$ cat config.mk
export PLATFORM = sky130hd
export DESIGN_NAME = pushbutton_bank
export DESIGN_NICKNAME = d
export VERILOG_FILES = /design/src/rtl/pushbutton_pkg.sv /design/src/rtl/pushbutton_channel.sv /design/src/rtl/pushbutton_bank.sv
export SDC_FILE = /design/constraint.sdc
export NUM_CORES = 1
export LEC_CHECK = 0
export BUFFER_PORTS_ARGS = -buffer_cell sky130_fd_sc_hd__buf_2
export CAP_MARGIN = 30
export CORE_UTILIZATION = 64
export DETAILED_ROUTE_END_ITERATION = 16
export GPL_ROUTABILITY_DRIVEN = 0
export PLACE_DENSITY = 0.83
export SYNTH_ARGS = -nofsm -noshare
export SYNTH_HDL_FRONTEND = slang
export SYNTH_SLANG_ARGS = --single-unit
$ cat constraint.sdc
create_clock -name clk_100Mhz -period 3.04 [get_ports clk_100Mhz]
set_clock_uncertainty 0.1 [all_clocks]
set_input_delay 0.608 -clock clk_100Mhz [delete_from_list [all_inputs] [get_ports clk_100Mhz]]
set_output_delay 0.608 -clock clk_100Mhz [all_outputs]
set_load 0.01 [all_outputs]
$ cat src/rtl/pushbutton_pkg.sv
// Shared types and default timing constants for the pushbutton bank.
// 100 MHz clock assumed for the default cycle counts.
package pushbutton_pkg;

   typedef enum logic [1:0] {
      IDLE    = 2'd0,
      PRESSED = 2'd1,
      HELD    = 2'd2
   } btn_state_t;

   localparam int DEF_N_CH          = 5;
   localparam int DEF_DEB_CYCLES    = 1_000_000;
   localparam int DEF_HOLD_CYCLES   = 50_000_000;
   localparam int DEF_REPEAT_CYCLES = 10_000_000;
   localparam int DEF_REPEAT_EN     = 1;

endpackage

$ cat src/rtl/pushbutton_channel.sv
// One button channel: synchronizer, debounce, press/hold/repeat FSM.
// All outputs are registered.
module pushbutton_channel
   import pushbutton_pkg::*;
#(
   parameter int DEB_CYCLES    = DEF_DEB_CYCLES,
   parameter int HOLD_CYCLES   = DEF_HOLD_CYCLES,
   parameter int REPEAT_CYCLES = DEF_REPEAT_CYCLES,
   parameter int REPEAT_EN     = DEF_REPEAT_EN
) (
   input  logic clk,
   input  logic rst,
   input  logic btn,
   output logic level,
   output logic pressed,
   output logic released,
   output logic hold
);

   localparam int DW = $clog2(DEB_CYCLES + 1);
   localparam int HW = $clog2(HOLD_CYCLES + 1);
   localparam int RW = $clog2(REPEAT_CYCLES + 1);

   logic [1:0]    sync;
   logic [DW-1:0] deb_cnt;
   logic [HW-1:0] hold_cnt, hold_cnt_nx;
   logic [RW-1:0] rep_cnt, rep_cnt_nx;
   btn_state_t    state, state_nx;
   logic          toggle, rise, fall;
   logic          pressed_nx, released_nx, hold_nx;

   assign toggle = (sync[1] != level) && (deb_cnt == DW'(DEB_CYCLES));
   assign rise   = toggle && !level;
   assign fall   = toggle && level;

   always_ff @(posedge clk) begin
      if (rst) begin
         sync     <= '0;
         deb_cnt  <= '0;
         level    <= 1'b0;
         state    <= IDLE;
         hold_cnt <= '0;
         rep_cnt  <= '0;
         pressed  <= 1'b0;
         released <= 1'b0;
         hold     <= 1'b0;
      end else begin
         sync <= {sync[0], btn};
         if (sync[1] == level) begin
            deb_cnt <= '0;
         end else if (toggle) begin
            deb_cnt <= '0;
            level   <= ~level;
         end else if (deb_cnt != DW'(DEB_CYCLES)) begin
            deb_cnt <= deb_cnt + 1'b1;
         end
         state    <= state_nx;
         hold_cnt <= hold_cnt_nx;
         rep_cnt  <= rep_cnt_nx;
         pressed  <= pressed_nx;
         released <= released_nx;
         hold     <= hold_nx;
      end
   end

   // A debounced fall always wins over a pending hold or repeat event.
   always_comb begin
      state_nx    = state;
      hold_cnt_nx = hold_cnt;
      rep_cnt_nx  = rep_cnt;
      pressed_nx  = 1'b0;
      released_nx = 1'b0;
      hold_nx     = hold;
      unique case (state)
         IDLE: begin
            if (rise) begin
               state_nx    = PRESSED;
               hold_cnt_nx = '0;
               pressed_nx  = 1'b1;
            end
         end
         PRESSED: begin
            if (fall) begin
               state_nx    = IDLE;
               released_nx = 1'b1;
               hold_nx     = 1'b0;
               hold_cnt_nx = '0;
               rep_cnt_nx  = '0;
            end else if (hold_cnt == HW'(HOLD_CYCLES - 1)) begin
               state_nx   = HELD;
               hold_nx    = 1'b1;
               rep_cnt_nx = '0;
               pressed_nx = (REPEAT_EN != 0);
            end else if (hold_cnt != HW'(HOLD_CYCLES)) begin
               hold_cnt_nx = hold_cnt + 1'b1;
            end
         end
         HELD: begin
            if (fall) begin
               state_nx    = IDLE;
               released_nx = 1'b1;
               hold_nx     = 1'b0;
               hold_cnt_nx = '0;
               rep_cnt_nx  = '0;
            end else if ((REPEAT_EN != 0) &&
                         (rep_cnt == RW'(REPEAT_CYCLES - 1))) begin
               pressed_nx = 1'b1;
               rep_cnt_nx = '0;
            end else if (rep_cnt != RW'(REPEAT_CYCLES)) begin
               rep_cnt_nx = rep_cnt + 1'b1;
            end
         end
         default: begin
            state_nx = IDLE;
            hold_nx  = 1'b0;
         end
      endcase
   end

endmodule

$ cat src/rtl/pushbutton_bank.sv
// Bank of N_CH independent debounced pushbutton channels.
// Pure wiring around pushbutton_channel.
module pushbutton_bank
   import pushbutton_pkg::*;
#(
   parameter int N_CH          = DEF_N_CH,
   parameter int DEB_CYCLES    = DEF_DEB_CYCLES,
   parameter int HOLD_CYCLES   = DEF_HOLD_CYCLES,
   parameter int REPEAT_CYCLES = DEF_REPEAT_CYCLES,
   parameter int REPEAT_EN     = DEF_REPEAT_EN
) (
   input  logic            clk_100Mhz,
   input  logic            rst,
   input  logic [N_CH-1:0] btn_in,
   output logic [N_CH-1:0] level,
   output logic [N_CH-1:0] pressed,
   output logic [N_CH-1:0] released,
   output logic [N_CH-1:0] hold
);

   for (genvar i = 0; i < N_CH; i++) begin : g_ch
      pushbutton_channel #(
         .DEB_CYCLES    (DEB_CYCLES),
         .HOLD_CYCLES   (HOLD_CYCLES),
         .REPEAT_CYCLES (REPEAT_CYCLES),
         .REPEAT_EN     (REPEAT_EN)
      ) u_ch (
         .clk      (clk_100Mhz),
         .rst      (rst),
         .btn      (btn_in[i]),
         .level    (level[i]),
         .pressed  (pressed[i]),
         .released (released[i]),
         .hold     (hold[i])
      );
   end

endmodule

==> results of run 1 <==
-- kinds of logic after synthesis --
group,Yosys count,share of synthesized area
buf+inv,266,0.0499
xor+xnor,91,0.0366
mux,8,0.00379
simple gates,1302,0.322
compound gates,623,0.201
flops,390,0.358
fa+ha+maj,50,0.0287
-- worst max-delay path, cell delays in order (launching register included) --
cell	delay, ns
dfxtp_1	0.38
ha_1	0.29
nand4_1	0.20
or3_1	0.40
nor3_1	0.32
o21ai_1	0.30
buf_4	0.27
a211oi_1	0.30
o32ai_1	0.15
-- Yosys cell counts, drive strengths merged (21+ instances only) --
| library cell | n |
|---|---|
| dfxtp | 390 |
| nor2 | 240 |
| nand2 | 239 |
| nand3 | 153 |
| o21ai | 135 |
| nor3 | 120 |
| clkbuf | 118 |
| a21oi | 112 |
| inv | 112 |
| nand4 | 110 |
| and3 | 76 |
| nor4 | 61 |
| xor2 | 56 |
| ha | 50 |
| a31oi | 42 |
| or4 | 39 |
| a211oi | 35 |
| and2 | 35 |
| buf | 35 |
| xnor2 | 35 |
| nor2b | 33 |
| o211ai | 33 |
| and4 | 32 |
| a32o | 31 |
| o22a | 31 |
| or3 | 30 |
| nor4b | 27 |
| or2 | 23 |
| o31ai | 21 |
| o32ai | 21 |
-- flip-flops by register name, indices dropped and copies added, names as in the netlist --
name	cells
g_ch.u_ch.deb_cnt	100
g_ch.u_ch.hold	5
g_ch.u_ch.hold_cnt	130
g_ch.u_ch.level	5
g_ch.u_ch.pressed	5
g_ch.u_ch.released	5
g_ch.u_ch.rep_cnt	120
g_ch.u_ch.state	10
g_ch.u_ch.sync	10
-- report_power, final --
group	total (mW)	switching [mW]	internal [mW]
registers	5.13	0.0107	5.12
clock network	5.61	2.18	3.43
logic	0.156	0.117	0.0383
total	10.9	2.31	8.59
-- path summary, 6_finish.rpt --
path	from	to	depth (start not counted)
setup / recovery	g_ch[1].u_ch.hold_cnt[0]	g_ch[1].u_ch.rep_cnt[20]	8
hold / removal	btn_in[1]	g_ch[1].u_ch.sync[0]	2
setup reg to reg	g_ch[1].u_ch.hold_cnt[0]	g_ch[1].u_ch.rep_cnt[20]	8
hold reg to reg	g_ch[4].u_ch.sync[0]	g_ch[4].u_ch.sync[1]	1
-- per-stage QoR --
stage,hold WS (ns),cell area [sq um],instances
floorplan,0.314,21800,2730
global placement,0.318,22500,3133
detailed placement,0.330,22500,3136
CTS,0.133,24000,3216
global route,0.140,24100,3216
finish,0.142,24100,3216
-- per-layer routing --
layer	share of wire	up-vias	routed length (microns)
met5	0	-	0
met4	0.026	0	1380
li1	-	10300	-
met3	0.059	118	3190
met2	0.47	746	25600
met1	0.44	10100	23700
-- layout make-up --
class,count,area (sq um),share of cell area
Inverter,113,424,0.0176
Clock buffer,66,1330,0.0551
Timing Repair Buffer,111,795,0.0330
Sequential cell,390,7810,0.325
Multi-Input combinational cell,2074,12900,0.538
Tap cell,448,561,0.0233
Clock inverter,14,204,0.00848
-- timing repair --
action                                  4_1_cts  5_1_grt
gates resized for setup                       0        7
hold endpoints to repair                      0        0
endpoints found under the setup margin        0       17
==> out/metrics.cfg, run 1 <==
[clock_tree]
cts_root_buffer=clkbuf_16
cts.clk_slew.worst_paths_ns=0.06
postCtsSetupBuffers=0
insertion_delay_ns=0.57
cts_tree=done
cts_buffer_depth=3
clkSinkCount=390
holdBufCountCts=0
h-tree-depth=2
numCtsBuffers=44

[routing]
wl_microns=53900
dr.pass1.iters=6
drt_iter0_markers=1596
ant_nets=0
wire_per_inst_microns=16.8
vias=21200
route.detailed.drc=0
via_per_inst=6.59

[logic_synthesis]
synth_seq_cells=390
async_reset_ff_frac=0
synth_enable_flop_cells=0
syn_nets=2787
synth.yosys.warnings=0
post_synth.cell_area_avg_sq_um=7.98
synth_cell_type_count=93
post-synth-top-area-cell=dfxtp_1
yosysSeqAreaShare=0.358
synth_ff_type=dfxtp_1
synth.top_cells.by_area=dfxtp_1 36%, nor2_1 4.1%, nand2_1 4.1%, nand3_1 3.5%, nand4_1 3.2%
synth_top_area_frac=0.358
synthCells=2730
netlist_area_sq_um=21800

[placement]
port_buffers=26
place_hpwl_microns=36200
place_ws_ns=0.180

[global_routing]
grt_pass1_vias=19800
track_usage=0.302
met1_usage=0.398
busiest_layer=met2
grt_use_met3=0.0395
grt_pass1_wl_microns=92300
grt_remaining_overflow=0
grt.met2_usage=0.504
antenna_found_initial=0
grt_max_degree=52

[finish]
final_cell_mix=390 x dfxtp_1, 238 x nor2_1, 237 x nand2_1
area_delta_synth_final_pct=10.4
n_antenna_cell=0
finish.utilization=0.718
num-nets-final=2791
layout_commonest_cell=dfxtp_1
fill_cells=2674
drive_gt1_frac=0.0860

[sta]
tns_ns=0
slew_headroom=0.375
fmax_mhz=349
maxSlewViolCount=0
setup_viol=0
tightest_slew_ns=0.937
hold_viol=0
post-route-period-util=0.942
rsz0062_at_grt=yes
setup_slack_ns=0.175
fin_crit_ns=2.86

[critical_path]
cp-end-kind=register
worstSetupPathType=reg -> reg
rrSetupSlack_ns=0.18
crit_arrival_ns=3.20
cp_max_fo=10
worstPathRequired_ns=3.37
cp-start-kind=register

[floorplanning]
boundaryPins=27
fp.dieArea_sq_um=34800
die_w_microns=187
core_area_sq_um=33500
die_h_microns=187
rows=67
start_util=0.650

[hold_path]
hold_path.class=in -> reg

[outcome]
outcome=complete, no violations

[power_and_ir_drop]
totalPowerFinal_mw=10.9
ir_drop_mv=0.513
leakagePower_nw=7.76
p_per_area_nw_per_um2=453

[run]
maxCapViolations=0

(Power assumes the default switching activity.)
==> run 2: changes to the inputs <==
Settings changed: CORE_UTILIZATION 64 to 50, PLACE_DENSITY 0.83 to 0.68.
==> run 2 against run 1 <==
Sequential power hardly changed. Via count is 1.8% lower. Critical path type unchanged. Die area is 28% higher. Fmax fell by 1.7%. Largest power group unchanged. Clock power fell by 1%. Setup slack got worse by 0.049 ns. Worst hold slack better by 0.0061 ns. Cell count is 4.3% higher. Total power down 0.63%. Cell area rose by 0.61%. First-iteration DRC count down 21%. Sequential share of layout area decreased by 0.20 points.
==> out/metrics.cfg, run 2 (synthesis results as in run 1) <==
[outcome]
outcome=complete, no violations

[clock_tree]
cts_root_buffer=clkbuf_16
h-tree-depth=2  ; unchanged
numCtsBuffers=45  ; +2.3%
postCtsSetupBuffers=0  ; unchanged
cts_buffer_depth=3  ; unchanged
cts.clk_slew.worst_paths_ns=0.06  ; about the same
insertion_delay_ns=0.58  ; about the same
cts_tree=done
postCtsResizedCells=0  ; unchanged
holdBufCountCts=0  ; unchanged
clkSinkCount=390  ; unchanged

[routing]
dr.pass1.iters=6  ; unchanged
vias=20800  ; -1.8%
drt_iter0_markers=1257  ; -21%
wl_microns=54400  ; +0.96%
wire_per_inst_microns=16.2  ; -3.2%
ant_nets=0  ; unchanged
via_per_inst=6.20  ; -5.9%
route.detailed.drc=0  ; unchanged

[hold_path]
hold_path.class=in -> reg

[critical_path]
critPathLaunch=g_ch[3].u_ch.rep_cnt[8]
path_cells=or4b_2 -> nor4_1 -> and3_1 -> nand2b_1 -> buf_4 -> nor2_2 -> a32o_1
worstSetupPathType=reg -> reg
reg2reg_from=g_ch[3].u_ch.rep_cnt[8]
crit_end=g_ch[3].u_ch.rep_cnt[21]
rrSetupSlack_ns=0.13  ; -0.05 ns
reg2reg_to=g_ch[3].u_ch.rep_cnt[21]
slowest_delay_ns=0.67  ; +0.27 ns
crit_arrival_ns=3.28  ; +0.08 ns
slowest_stage=or4b_2
cp-start-kind=register
worstPathRequired_ns=3.41  ; +0.04 ns
ff2ff_path_depth=7  ; -1
cp_max_fo=9  ; -1
cp-end-kind=register

[finish]
num-nets-final=2792  ; +0.036%
final_cell_mix=390 x dfxtp_1, 238 x nand2_1, 238 x nor2_1
top_regs=g_ch.u_ch.hold_cnt x130, g_ch.u_ch.rep_cnt x120, g_ch.u_ch.deb_cnt x100
largest_reg_flops=130  ; unchanged
top_register=g_ch.u_ch.hold_cnt
layout_commonest_cell=dfxtp_1
drive_gt1_frac=0.0848  ; -0.00115
ff_latch_area_sq_um=7810  ; unchanged
area_delta_synth_final_pct=11.1
multi_input_area_sq_um=12900  ; -0.21%
fill_cells=3977  ; +49%
fin_cells=3355  ; +4.3%
n_antenna_cell=0  ; unchanged
postLayoutCellArea_sq_um=24200  ; +0.61%
finish.utilization=0.563  ; -0.154

[sta]
hold_viol=0  ; unchanged
rsz0062_at_grt=no
maxSlewViolCount=0  ; unchanged
fin_crit_ns=2.91  ; +0.0487 ns
fmax_mhz=343  ; -1.7%
post-route-period-util=0.958  ; +0.0160
slew_headroom=0.421  ; +0.0455
tightest_slew_ns=0.869  ; -0.0682 ns
setup_viol=0  ; unchanged
tns_ns=0  ; unchanged

[global_routing]
grt_pass1_wl_microns=92900  ; +0.75%
grt_pass1_vias=19600  ; -0.85%
grt_max_degree=108  ; +110%
track_usage=0.242  ; -0.0600
grt_remaining_overflow=0  ; unchanged
antenna_found_initial=0  ; unchanged

[placement]
port_buffers=26  ; unchanged
place_hpwl_microns=36900  ; +1.8%
dpl_cell_area_sq_um=22700  ; +0.80%
dpl.cell_count=3273  ; +4.4%

[power_and_ir_drop]
p_per_area_nw_per_um2=448  ; -1.2%
ir_drop_mv=0.385  ; -25%
leakagePower_nw=7.77  ; about the same

[floorplanning]
boundaryPins=27  ; unchanged
die_h_microns=211  ; +13%
die_w_microns=211  ; +13%
start_util=0.507  ; -0.143
fp.dieArea_sq_um=44400  ; +28%
rows=76  ; +13%
core_area_sq_um=43000  ; +28%

[run]
maxCapViolations=0  ; unchanged

[run 2: cell count changes in the layout (fill, tap and decap cells not counted), sizes merged]
cell	previous run	this run
clkbuf	66	72
bufinv	5	2
clkinvlp	2	0
inv	113	114
[run 2: worst min path at each step]
stage | start | cells after the start | slack [ns] | to
2_1_floorplan | g_ch[0].u_ch.sync[0] | 1 | 0.31 | g_ch[0].u_ch.sync[1]
3_3_place_gp | g_ch[0].u_ch.sync[0] | 1 | 0.32 | g_ch[0].u_ch.sync[1]
3_5_place_dp | g_ch[3].u_ch.sync[0] | 1 | 0.33 | g_ch[3].u_ch.sync[1]
4_1_cts | btn_in[0] | 2 | 0.13 | g_ch[0].u_ch.sync[0]
5_1_grt | btn_in[0] | 2 | 0.16 | g_ch[0].u_ch.sync[0]
6_report | btn_in[0] | 2 | 0.15 | g_ch[0].u_ch.sync[0]
[run 2: worst max-delay path: cells and delay by family, from the launching register on]
kind                   cells  cell delay (ns)
AND/OR/NAND/NOR            5             1.92
flip-flops                 1             0.34
AO/OA/AOI/OAI              1             0.24
buffers and inverters      1             0.21
[run 2: metrics by stage]
step / hold WS [ns] / worst slack (ns) / power, mW
floorplan: 0.314 / 0.378 / 5.34
global placement: 0.316 / 0.281 / 5.40
detailed placement: 0.331 / 0.205 / 5.40
CTS: 0.128 / 0.178 / 11.0
global route: 0.157 / 0.0312 / 11.2
finish: 0.148 / 0.126 / 10.8
[run 2: final cells by class]
cell class | count | area share
Multi-Input combinational cell | 2074 | 0.534
Sequential cell | 390 | 0.323
Clock buffer | 72 | 0.0587
Timing Repair Buffer | 111 | 0.0332
Tap cell | 585 | 0.0302
Inverter | 113 | 0.0175
Clock inverter | 10 | 0.00429
[run 2: power by group]
group          leakage (nW)  total (mW)  internal (mW)  switching, mW
clock                 0.759        5.54           3.36           2.18
combinational          3.87       0.159         0.0411          0.118
sequential             3.14        5.13           5.12         0.0113
total                  7.77        10.8           8.52           2.31
[run 2: metal layers]
metal / GRT usage / wire length (microns) / vias up / part of all wire
met5: 0 / 0 / - / 0
met4: 0.0800 / 1160 / 0 / 0.021
met3: 0.0323 / 2630 / 91 / 0.048
met2: 0.402 / 25100 / 548 / 0.46
met1: 0.323 / 25600 / 9873 / 0.47
li1: - / - / 10300 / -
==> run 3: changes to the inputs <==
Settings changed: PLACE_DENSITY 0.68 to 0.66.
==> run 3 against run 2 <==
Sequential share of layout area decreased by 0.11 points. Largest cell class unchanged. Sequential power is essentially flat. First-iteration DRC count up 39%. Clock power increased by 3%. Cell count is 0.15% higher. Combinational power is essentially flat. Critical path type unchanged. Die area did not move. Routed wire length shrank 0.18%. Core utilization is 0.20 points higher. Register-to-register slack improved by 0.07 ns. Largest power group unchanged.
==> out/metrics.cfg, run 3 (synthesis results as in run 1) <==
[floorplanning]
boundaryPins=27  ; unchanged
die_w_microns=211  ; unchanged
core_area_sq_um=43000  ; unchanged
rows=76  ; unchanged
die_h_microns=211  ; unchanged
start_util=0.507  ; unchanged
fp.dieArea_sq_um=44400  ; unchanged

[sta]
maxSlewViolCount=0  ; unchanged
tightest_slew_ns=1.02  ; +0.149 ns
tns_ns=0  ; unchanged
slew_headroom=0.319  ; -0.102
post-route-period-util=0.935  ; -0.0236
fmax_mhz=352  ; +2.5%
hold_viol=0  ; unchanged
fin_crit_ns=2.84  ; -0.0717 ns
setup_viol=0  ; unchanged
rsz0062_at_grt=no

[routing]
route.detailed.drc=0  ; unchanged
wl_microns=54300  ; -0.18%
wire_per_inst_microns=16.2  ; -0.33%
vias=20700  ; -0.24%
via_per_inst=6.17  ; -0.38%
drt_iter0_markers=1749  ; +39%
dr.pass1.iters=6  ; unchanged
ant_nets=0  ; unchanged

[global_routing]
grt_max_degree=55  ; -49%
grt_remaining_overflow=0  ; unchanged
grt_pass1_vias=19300  ; -1.6%
track_usage=0.239  ; -0.00270
antenna_found_initial=0  ; unchanged
grt_pass1_wl_microns=91800  ; -1.2%

[critical_path]
slowest_stage=or4b_1
cp-end-kind=register
cp-start-kind=register
critical-path-top-delay-family=simple AND/OR/NAND/NOR gates
path_cells=or4b_1 -> nor3b_1 -> and4_1 -> o22ai_1 -> nor3_2 -> buf_4 -> a32o_1
worstSetupPathType=reg -> reg
worstPathRequired_ns=3.45  ; +0.04 ns
cp_max_fo=8  ; -1
slowest_delay_ns=0.47  ; -0.20 ns
worst-path-buf-inv=1  ; unchanged
crit_arrival_ns=3.25  ; -0.03 ns

[power_and_ir_drop]
leakagePower_nw=7.81  ; +0.60%
ir_drop_mv=0.288  ; -25%
p_per_area_nw_per_um2=452  ; +1.0%

[outcome]
outcome=complete, no violations

[placement]
port_buffers=26  ; unchanged
place_hpwl_microns=36500  ; -1.0%
dpl_cell_area_sq_um=22700  ; +0.15%
dpl.cell_count=3279  ; +0.18%

[finish]
layout_commonest_cell=dfxtp_1
drive_gt1_frac=0.0886  ; +0.00381
top_register=g_ch.u_ch.hold_cnt
area_delta_synth_final_pct=11.5
n_antenna_cell=0  ; unchanged
largest_reg_flops=130  ; unchanged
postLayoutCellArea_sq_um=24300  ; +0.35%
top_regs=g_ch.u_ch.hold_cnt x130, g_ch.u_ch.rep_cnt x120, g_ch.u_ch.deb_cnt x100
final_cell_mix=390 x dfxtp_1, 239 x nor2_1, 238 x nand2_1
fin_cells=3360  ; +0.15%
num-nets-final=2798  ; +0.21%

[clock_tree]
numCtsBuffers=45  ; unchanged
postCtsSetupBuffers=0  ; unchanged
clkSinkCount=390  ; unchanged
cts_tree=done
cts_buffer_depth=3  ; unchanged
cts_root_buffer=clkbuf_16
holdBufCountCts=0  ; unchanged
h-tree-depth=2  ; unchanged
cts.clk_slew.worst_paths_ns=0.06  ; about the same
postCtsResizedCells=0  ; unchanged
insertion_delay_ns=0.57  ; about the same

[hold_path]
hold_path.class=in -> reg

[run]
maxCapViolations=0  ; unchanged

run 3: area by class of cell:
| cell class | count | area [sq um] |
|---|---|---|
| fill | 4042 | 18700 |
| clock buffer | 62 | 1330 |
| inverter | 113 | 424 |
| clock inverter | 19 | 231 |
| tap | 585 | 732 |
| sequential | 390 | 7810 |
| multi-input combinational | 2074 | 12900 |
| timing repair buffer | 117 | 832 |
run 3: path summary, 6_finish.rpt:
path / startpoint / endpoint / slack (ns) / cells past startpoint
worst max-delay path: g_ch[2].u_ch.hold_cnt[17] / g_ch[2].u_ch.rep_cnt[23] / 0.20 / 7
worst max register to register: g_ch[2].u_ch.hold_cnt[17] / g_ch[2].u_ch.rep_cnt[23] / 0.20 / 7
worst min register to register: g_ch[3].u_ch.sync[0] / g_ch[3].u_ch.sync[1] / 0.34 / 1
worst min-delay path: btn_in[0] / g_ch[0].u_ch.sync[0] / 0.14 / 2
run 3: power breakdown:
part	leakage, nW	total, mW	switching [mW]	internal (mW)
Sequential	3.14	5.13	0.0115	5.12
Combinational	3.89	0.156	0.116	0.0394
Clock	0.783	5.69	2.21	3.48
run 3: worst register-to-register path, stage by stage (launching register included):
cell	delay (ns)
dfxtp_1	0.45
or4b_1	0.47
nor3b_1	0.41
and4_1	0.34
o22ai_1	0.13
nor3_2	0.46
buf_4	0.26
a32o_1	0.16
run 3: per-layer routing:
layer | vias up | track usage | routed length [microns]
li1 | 10300 | - | -
met1 | 9926 | 0.328 | 26300
met2 | 455 | 0.390 | 24800
met3 | 82 | 0.0278 | 2160
met4 | 0 | 0.0805 | 1090
met5 | - | 0 | 0
run 3: through the flow:
stage	hold WS [ns]	setup slack, ns	utilization	total power, mW
6_report	0.144	0.198	0.565	11.0
5_1_grt	0.137	0.00834	0.565	11.3
4_1_cts	0.116	0.133	0.565	11.1
3_5_place_dp	0.323	0.136	0.528	5.40
3_3_place_gp	0.315	0.229	0.528	5.40
2_1_floorplan	0.314	0.378	-	5.34
